### src/rtl/screen_pkg.sv
// Shared fetch FSM state type and derived line-buffer geometry for the screen fetch path.
// The localparams describe the default build; modules re-derive them from their own parameters.
package screen_pkg;

  typedef enum logic [1:0] {StIdle, StIssue, StDrain} fetch_state_e;

  function automatic int unsigned calc_bin_words(input int unsigned data_width,
                                                 input int unsigned bpx);
    return 512 >> ($clog2(data_width) + bpx);
  endfunction

  function automatic int unsigned calc_pixels_per_word(input int unsigned data_width,
                                                       input int unsigned bpx);
    return data_width << bpx;
  endfunction

  localparam int unsigned HEX_WORDS       = 2;
  localparam int unsigned BIN_WORDS       = calc_bin_words(16, 4);
  localparam int unsigned LINE_WORDS      = BIN_WORDS + HEX_WORDS;
  localparam int unsigned PIXELS_PER_WORD = calc_pixels_per_word(16, 4);

endpackage

### src/rtl/line_buffer_pp.sv
// Ping-pong line buffer: two banks of Depth words, one write port, one asynchronous read port.
module line_buffer_pp #(
  parameter int unsigned DataWidth = 16,
  parameter int unsigned Depth     = 4,
  localparam int unsigned IdxW     = (Depth > 1) ? $clog2(Depth) : 1
) (
  input  logic                 clk_i,
  input  logic                 wr_en_i,
  input  logic                 wr_bank_i,
  input  logic [IdxW-1:0]      wr_idx_i,
  input  logic [DataWidth-1:0] wr_data_i,
  input  logic                 rd_bank_i,
  input  logic [IdxW-1:0]      rd_idx_i,
  output logic [DataWidth-1:0] rd_data_o
);

  localparam int unsigned Words = 2 * Depth;
  localparam int unsigned AddrW = $clog2(Words);

  logic [DataWidth-1:0] mem_q [Words];
  logic [AddrW-1:0]     wr_addr;
  logic [AddrW-1:0]     rd_addr;

  assign wr_addr = AddrW'(wr_bank_i ? Depth + 32'(wr_idx_i) : 32'(wr_idx_i));
  assign rd_addr = AddrW'(rd_bank_i ? Depth + 32'(rd_idx_i) : 32'(rd_idx_i));

  always_ff @(posedge clk_i) begin
    if (wr_en_i) begin
      mem_q[wr_addr] <= wr_data_i;
    end
  end

  assign rd_data_o = mem_q[rd_addr];

endmodule

### src/rtl/screen_fetch.sv
// Prefetches the next scan line's screen words into a ping-pong buffer and serves the word
// under the beam. Define SCREEN_FETCH_STATS_EN to add a saturating underrun_count output.
module screen_fetch
  import screen_pkg::*;
#(
  parameter int unsigned DATA_WIDTH              = 16,
  parameter int unsigned BITS_PER_MEMORY_PIXEL_X = 4,
  parameter int unsigned BITS_PER_MEMORY_PIXEL_Y = 5,
  parameter int unsigned HEX_START_X             = 512,
  parameter int unsigned HEX_DIGIT_HEIGHT        = 32,
  parameter int unsigned V_VISIBLE               = 480,
  parameter int unsigned RAM_LATENCY             = 1
) (
  input  logic                  CLK_50,
  input  logic                  resetN,
  input  logic [9:0]            pixel_x,
  input  logic [9:0]            pixel_y,
  output logic [DATA_WIDTH-1:0] ram_addr,
  output logic                  ram_re,
  input  logic [DATA_WIDTH-1:0] ram_rdata,
  output logic [DATA_WIDTH-1:0] word_value,
  output logic                  word_valid
`ifdef SCREEN_FETCH_STATS_EN
  ,
  output logic [15:0]           underrun_count
`endif
);

  localparam int unsigned BinWords      = calc_bin_words(DATA_WIDTH, BITS_PER_MEMORY_PIXEL_X);
  localparam int unsigned LineWords     = BinWords + HEX_WORDS;
  localparam int unsigned PixPerWord    = calc_pixels_per_word(DATA_WIDTH,
                                                               BITS_PER_MEMORY_PIXEL_X);
  localparam int unsigned HexPixPerWord = DATA_WIDTH / 4 * 16;
  localparam int unsigned IdxW          = $clog2(LineWords);
  localparam int unsigned DrainW        = (RAM_LATENCY > 1) ? $clog2(RAM_LATENCY) : 1;
  localparam logic [IdxW-1:0]   LastIdx   = IdxW'(LineWords - 1);
  localparam logic [DrainW-1:0] LastDrain = DrainW'(RAM_LATENCY - 1);

  fetch_state_e      state_q;
  logic [IdxW-1:0]   idx_q;
  logic [9:0]        line_q;
  logic [DrainW-1:0] drain_q;
  logic [9:0]        py_q;
  logic              fill_bank_q;
  logic [1:0]        done_q;
  logic              pipe_vld_q [RAM_LATENCY];
  logic [IdxW-1:0]   pipe_idx_q [RAM_LATENCY];

  logic              new_line;
  logic              disp_bank;
  logic [10:0]       y_inc;
  logic [9:0]        line_next;
  logic [31:0]       px;
  logic [31:0]       ri;
  logic [IdxW-1:0]   rd_idx;
  logic [DATA_WIDTH-1:0] rd_data;

  function automatic logic [DATA_WIDTH-1:0] fetch_addr(input logic [9:0]      line,
                                                      input logic [IdxW-1:0] idx);
    logic [31:0] l;
    logic [31:0] i;
    logic [31:0] a;
    l = 32'(line);
    i = 32'(idx);
    if (i < BinWords) a = (l >> BITS_PER_MEMORY_PIXEL_Y) * BinWords + i;
    else              a = (l / HEX_DIGIT_HEIGHT) * HEX_WORDS + (i - BinWords);
    return DATA_WIDTH'(a);
  endfunction

  assign new_line  = (pixel_y != py_q);
  assign disp_bank = ~fill_bank_q;
  assign y_inc     = {1'b0, pixel_y} + 11'd1;
  assign line_next = (y_inc >= 11'(V_VISIBLE)) ? 10'd0 : y_inc[9:0];

  // A new line always wins: it swaps banks and restarts the fetch, aborting any in flight.
  always_ff @(posedge CLK_50 or negedge resetN) begin
    if (!resetN) begin
      state_q     <= StIdle;
      ram_re      <= 1'b0;
      ram_addr    <= '0;
      idx_q       <= '0;
      line_q      <= '0;
      drain_q     <= '0;
      py_q        <= '0;
      fill_bank_q <= 1'b0;
      done_q      <= '0;
    end else begin
      py_q <= pixel_y;
      if (new_line) begin
        fill_bank_q       <= ~fill_bank_q;
        done_q[disp_bank] <= 1'b0;
        line_q            <= line_next;
        idx_q             <= '0;
        ram_addr          <= fetch_addr(line_next, '0);
        ram_re            <= 1'b1;
        state_q           <= StIssue;
      end else begin
        case (state_q)
          StIdle: begin
          end
          StIssue: begin
            if (idx_q == LastIdx) begin
              ram_re  <= 1'b0;
              drain_q <= '0;
              state_q <= StDrain;
            end else begin
              idx_q    <= idx_q + IdxW'(1);
              ram_addr <= fetch_addr(line_q, idx_q + IdxW'(1));
            end
          end
          StDrain: begin
            if (drain_q == LastDrain) begin
              done_q[fill_bank_q] <= 1'b1;
              state_q             <= StIdle;
            end else begin
              drain_q <= drain_q + DrainW'(1);
            end
          end
          default: state_q <= StIdle;
        endcase
      end
    end
  end

  // Request index travels alongside the RAM so data lands RAM_LATENCY cycles after its request.
  always_ff @(posedge CLK_50 or negedge resetN) begin
    if (!resetN) begin
      for (int k = 0; k < RAM_LATENCY; k++) begin
        pipe_vld_q[k] <= 1'b0;
        pipe_idx_q[k] <= '0;
      end
    end else if (new_line) begin
      for (int k = 0; k < RAM_LATENCY; k++) begin
        pipe_vld_q[k] <= 1'b0;
      end
    end else begin
      pipe_vld_q[0] <= ram_re;
      pipe_idx_q[0] <= idx_q;
      for (int k = 1; k < RAM_LATENCY; k++) begin
        pipe_vld_q[k] <= pipe_vld_q[k-1];
        pipe_idx_q[k] <= pipe_idx_q[k-1];
      end
    end
  end

  always_comb begin
    px = 32'(pixel_x);
    if (px < HEX_START_X) ri = px / PixPerWord;
    else                  ri = BinWords + (px - HEX_START_X) / HexPixPerWord;
    if (ri > LineWords - 1) ri = LineWords - 1;
    rd_idx = IdxW'(ri);
  end

  line_buffer_pp #(
    .DataWidth (DATA_WIDTH),
    .Depth     (LineWords)
  ) u_line_buffer (
    .clk_i     (CLK_50),
    .wr_en_i   (pipe_vld_q[RAM_LATENCY-1]),
    .wr_bank_i (fill_bank_q),
    .wr_idx_i  (pipe_idx_q[RAM_LATENCY-1]),
    .wr_data_i (ram_rdata),
    .rd_bank_i (disp_bank),
    .rd_idx_i  (rd_idx),
    .rd_data_o (rd_data)
  );

  always_ff @(posedge CLK_50 or negedge resetN) begin
    if (!resetN) begin
      word_value <= '0;
      word_valid <= 1'b0;
    end else begin
      word_valid <= done_q[disp_bank];
      word_value <= done_q[disp_bank] ? rd_data : '0;
    end
  end

`ifdef SCREEN_FETCH_STATS_EN
  logic [15:0] underrun_q;

  always_ff @(posedge CLK_50 or negedge resetN) begin
    if (!resetN) begin
      underrun_q <= '0;
    end else if (new_line && (state_q != StIdle) && (underrun_q != 16'hFFFF)) begin
      underrun_q <= underrun_q + 16'd1;
    end
  end

  assign underrun_count = underrun_q;
`endif

endmodule

### config.mk
export PLATFORM = sky130hd
export DESIGN_NAME = screen_fetch
export DESIGN_NICKNAME = d
export VERILOG_FILES = /design/src/rtl/screen_pkg.sv /design/src/rtl/line_buffer_pp.sv /design/src/rtl/screen_fetch.sv
export SDC_FILE = /design/constraint.sdc
export NUM_CORES = 1
export LEC_CHECK = 0
export BUFFER_PORTS_ARGS = -buffer_cell sky130_fd_sc_hd__buf_4
export CAP_MARGIN = 5
export CORE_MARGIN = 4
export CORE_UTILIZATION = 30
export CTS_BUF_LIST = sky130_fd_sc_hd__clkbuf_16
export DETAILED_ROUTE_END_ITERATION = 8
export GPL_ROUTABILITY_DRIVEN = 0
export SKIP_LAST_GASP = 1
export SYNTH_ARGS = -nofsm -noshare
export SYNTH_HDL_FRONTEND = slang
export SYNTH_SLANG_ARGS = --single-unit
### constraint.sdc
create_clock -name CLK_50 -period 3.1 [get_ports CLK_50]
set_input_delay 0.62 -clock CLK_50 [delete_from_list [all_inputs] [get_ports CLK_50]]
set_output_delay 0.62 -clock CLK_50 [all_outputs]
set_load 0.02 [all_outputs]
; ---- Yosys cells after proc, flatten, opt, wreduce, memory -nomap -nowiden
; Memory sizes are Yosys's and may differ from the RTL's.
; Index checks and enable logic that the tools add are counted.
[op_classes]
add_sub_neg = 10
multipliers = 0
div_mod_pow = 0
n_lt_le_gt_ge = 8
eq_ne = 10
shift = 0
muxes = 34
n_bitwise = 5
reduce_logical = 12
[op_table]
columns = cell, n
row1 = $mux W16, 5
row2 = $add A2 B26 Y27 const A, 1
row3 = $gt A27 B2 Y1 const B, 1
row4 = $mux W27, 1
row5 = $mux W2, 10
row6 = $add A10 B1 Y11 const B, 1
row7 = $ge A11 B9 Y1 const B, 1
row8 = $mux W1, 11
row9 = $sub A10 B10 Y11 const B, 1
row10 = $lt A10 B10 Y1 const B, 1
row11 = $mux W10, 1
row12 = $ne A10 B10 Y1, 1
row13 = $add A7 B3 Y8, 1
row14 = $reduce_bool A2 Y1, 4
row15 = $add A6 B2 Y7, 1
row16 = $add A3 B2 Y3 const A, 2
row17 = $mux W3, 2
row18 = $ne A2 B2 Y1 const B, 3
row19 = $ne A3 B3 Y1 const B, 2
row20 = $pmux W2 S3, 1
row21 = $reduce_and A2 Y1, 3
row22 = $reduce_and A3 Y1, 2
row23 = $eq A2 B2 Y1 const B, 2
row24 = $lt A1 B2 Y1 const B, 2
row25 = other kinds (15), 19
[word_totals]
register_bits = 65
latch_bits = 0
ram_bits = 128
rom_bits = 0
input_bits = 38
out_inout_bits = 34
elab_cells = 93
memories = 1
[mem_list]
columns = name, depth, width, read_ports, rd_ports_with_merged_regs, write_ports, line
row1 = u_line_buffer.mem_q, 8, 16, 1, 0, 1, line_buffer_pp.sv:20  ; logic [DataWidth-1:0] mem_q [Words];

; ---- Depth between registers and ports, before layout
; An unclocked memory read counts as a cell.
[logic_depth]
ltp_word = 9
depth_mapped = 9
depth_no_buf = 8

; ---- Cells and area by module
; From an unflattened synthesis, not the netlist that was laid out.
[hier_totals]
hier_cells = 409
hier_area_um2 = 7359.6
[modules_own_cells]
columns = module, instances, cells_per_inst, area_each_um2, seq_area_each_um2
row1 = line_buffer_pp, 1, 198, 4973.5, 3843.7
row2 = screen_fetch, 1, 211, 2386.0, 1251.2

; ---- Worst setup path after synthesis
; Ideal clock, no wire load.
[synth_timing]
kind = input port to flip-flop
start = input port pixel_x[7]
end = register word_value[8]
setup_time_ns = 0.132
arrival_time_ns = 2.044
required_time_ns = 2.968
slack_ns = 0.925
path_stages = 8
path_buffers = 2
cell_sequence = ha_1 > or3b_1 > buf_6 > nand2_4 > buf_6 > mux4_2 > nand2_1 > o221ai_2
[synth_via]
elab_chain_len = 9
elab_cells_between_ends = 10
[synth_rtl]
columns = element, line
row1 = start: declaration, screen_fetch.sv:16  ; input logic [9:0] pixel_x,
row2 = $sub A10 B10 Y11, screen_fetch.sv:149  ; else ri = BinWords + (px - HEX_START_X) / HexPixPerWord;
row3 = $add A2 B26 Y27, screen_fetch.sv:149
row4 = $mux W27 *, screen_fetch.sv:148  ; if (px < HEX_START_X) ri = px / PixPerWord;
row5 = $gt A27 B2 Y1, screen_fetch.sv:150  ; if (ri > LineWords - 1) ri = LineWords - 1;
row6 = $mux W2 *, screen_fetch.sv:150
row7 = $add A3 B2 Y3, line_buffer_pp.sv:25  ; assign rd_addr = AddrW'(rd_bank_i ? Depth + 32'(rd_idx_i) : 32'(rd_idx_i));
row8 = $mux W3 *, line_buffer_pp.sv:25
row9 = $mem_v2 Z8 W16 *, n/a
row10 = $mux W16 *, screen_fetch.sv:174  ; word_value <= done_q[disp_bank] ? rd_data : '0;
row11 = end signal: assignment, screen_fetch.sv:174
row12 = end: declaration, screen_fetch.sv:21  ; output logic [DATA_WIDTH-1:0] word_value,
; Every way passes the cells marked *; elsewhere a longest branch is shown, timed or not.
; A chain may end at the register's enable or synchronous reset.

==> flow_summary.ini <==
[clock_tree]
clockBufferDepth = 2
ctsHoldBuffers = 0
cts_tree = built
numCtsBuffers = 17
clkTransAtPathRegs_ns = 0.06
cts_resized = 0
insertion_delay_ns = 0.42
cts_htree_levels = 4
clock-sinks = 178
post-cts-setup-buffers = 0
cts_root_buffer = clkbuf_16

[pwr]
ir_drop_mv = 0.355
switching_share_pct = 21.9
p_int_w = 0.00379
p_seq_share_pct = 53.3
pwr-share-comb_pct = 5.8
power_density_nw_per_um2 = 562
p_sw_w = 0.00106
p_clk_share_pct = 40.9
leakagePower_nw = 3.35

[timing]
final-hold-violation-count = 0
post-route-min-period_ns = 2.56
setup_viol = 0
rsz0062_at_grt = no
slew_violations = 0
slew_headroom_pct = 45.7
fin_tns_setup_ns = 0
fin_skew_ns = 0.0123
fin_crit_sh_pct = 82.4
tightestPinTransition_ns = 0.812
clock.fmax_mhz = 391

[drt]
ant_nets = 0
wl_mm = 15.3
avgViaCountPerCell = 4.65
routedWlPerCell_um = 17.0
vias = 4172
dr.pass1.iters = 4
drtIter0Drc = 246
route.detailed.drc = 0

[global_route]
antenna_found_initial = 0
grt_max_degree = 51
grt_usage_pct = 11.7
groute.layer.met1.usage_pct = 14.4
grt_pass1_wl_mm = 23.7
use_met3_pct = 3.64
grt_most_used_layer = met2
use_met2_pct = 20.5
gr-total-overflow = 0
grt_pass1_vias = 4295

[critical_path]
path_cells = ha_1, nand2b_1, fa_1, nand2b_1, a21oi_1, xnor2_1, nand3_1, a21boi_0
ff2ff_setup_slack_ns = 0.54
cp_top_family = adder cells
cp-end-kind = flop
cp.required_ns = 3.43
crit_arrival_ns = 2.89
start_kind = flop
max_stage_delay_ns = 0.49
r2r_start = ram_addr[0]$_DFFE_PN0P_
crit_top_cell = nand2b_1
path_buf_inv = 0
ff2ff_path_depth = 8
crit_cells = 8
cp-startpoint = ram_addr[0]$_DFFE_PN0P_
crit_fanout = 13
cpMaxStageDelayCell = ha_1
path_class = flop to flop

[finish]
layout_common_cells = edfxtp_1 (128), buf_4 (80), nand3_1 (57), dfrtp_1 (50), nand2_1 (48)
diodes = 0
areaGrowthSynthToFinish_pct = 18.1
nNetsFinal = 613
mostFrequentLayoutCell = edfxtp_1
drive_above_1_share_pct = 21.6
final_cell_area_um2 = 8620

[die]
ioPinCount = 72
rows = 56
start_util_pct = 30.8
die_area_um2 = 26900
die_h_um = 164
core_region_area_um2 = 23700
die_w_um = 164

[worst_hold_path]
hp-class = primary input to async pin

[logic_synthesis]
syn_area_per_cell_um2 = 14.6
ys_warn_count = 0
async_flop_share_pct = 28.1
synth-seq-cells = 178
netlist_area_um2 = 7300
synth_flop_cell = edfxtp_1
synth_edf_count = 128
synth_cells = 500
ys_types = 57
synth_fp_nets = 547
yosysSeqAreaShare_pct = 69.8

[place]
post-dp-hpwl_mm = 9.37
io_buffer_count = 65
dpl_cell_area_um2 = 8080

[run_status]
status = finished clean

[run]
drv_cap = 0
==> state kept, by name (all words and copies together) (netlist names), 2 cells and up <==
name and flops:
pipe_idx_q 2, py_q 10, line_q 5, state_q 2, word_value 16, u_line_buffer.mem_q 128, ram_addr 8, done_q 2
==> synth_stat cells (3+ instances only) <==
master	count	area, µm²
nand3_1	57	285
a21oi_1	8	40.0
mux2_2	4	45.0
nor3_1	5	25.0
buf_4	11	82.6
ha_1	8	100
nor2_1	19	71.3
nand2b_1	7	43.8
and2_1	4	25.0
buf_2	6	30.0
o21a_1	3	22.5
nand2_1	48	180
o21ai_0	5	25.0
o22ai_1	13	81.3
nor4_1	4	25.0
clkbuf_1	6	22.5
edfxtp_1	128	3840
buf_6	6	67.6
xnor2_1	19	166
mux2i_1	32	320
inv_1	4	15.0
a31o_1	13	114
a21boi_0	3	22.5
dfrtp_1	50	1250
==> worst register-to-register path, stage by stage (launching register included) <==
cell and delay, ns:
dfrtp_1 0.44, ha_1 0.49, nand2b_1 0.26, fa_1 0.39, nand2b_1 0.18, a21oi_1 0.23, xnor2_1 0.15, nand3_1 0.12
a21boi_0 0.21
==> final timing paths <==
kind,to
worst min register to register,done_q[0]$_DFFE_PN0P_
max in group asynchronous,word_value[10]$_DFF_PN0_
worst max-delay path,ram_addr[5]$_DFFE_PN0P_
worst min-delay path,py_q[1]$_DFF_PN0_
worst max register to register,ram_addr[5]$_DFFE_PN0P_
min in group CLK_50,py_q[0]$_DFF_PN0_
==> power by group through the flow <==
stage               clock network (W)  registers (W)  logic, W
floorplan                           0        0.00263  0.000177
global placement                    0        0.00263  0.000272
detailed placement                  0        0.00263  0.000284
CTS                           0.00203        0.00258  0.000285
global route                  0.00213        0.00258  0.000311
finish                        0.00198        0.00258  0.000279
==> layout make-up <==
| type | instances | area [µm²] |
|---|---|---|
| Tap cell | 319 | 399 |
| Clock inverter | 15 | 121 |
| Multi-Input combinational cell | 285 | 1970 |
| Clock buffer | 17 | 425 |
| Sequential cell | 178 | 5090 |
| Timing Repair Buffer | 80 | 601 |
| Fill cell | 2283 | 15100 |
| Inverter | 4 | 15.0 |
==> per-stage QoR <==
step           hold slack (ns)  instances  util, %  setup slack [ns]  total power, W
2_1_floorplan            0.324        500        -             0.925         0.00281
3_3_place_gp             0.471        866     34.1             0.374         0.00291
3_5_place_dp             0.477        866     34.1             0.313         0.00292
4_1_cts                  0.285        898     36.4             0.556         0.00490
5_1_grt                  0.310        898     36.4             0.332         0.00502
6_report                 0.264        898     36.4             0.544         0.00484
==> logic make-up after synthesis <==
kind of cell             Yosys count  share of synthesized area [%]
XOR/XNOR                          20                           2.40
flip-flops                       178                           69.8
adder cells (fa/ha/maj)            9                           1.64
buffers and inverters             37                           3.56
AND/OR/NAND/NOR                  159                           10.8
AO/OA/AOI/OAI                     56                           5.48
multiplexers                      41                           6.34
==> metal layers <==
metal	vias up	share of wire, %
li1	1987	-
met1	2081	43
met2	93	51
met3	11	5.4
met4	0	0.90
met5	-	0
Power figures use the tool's default switching activity.
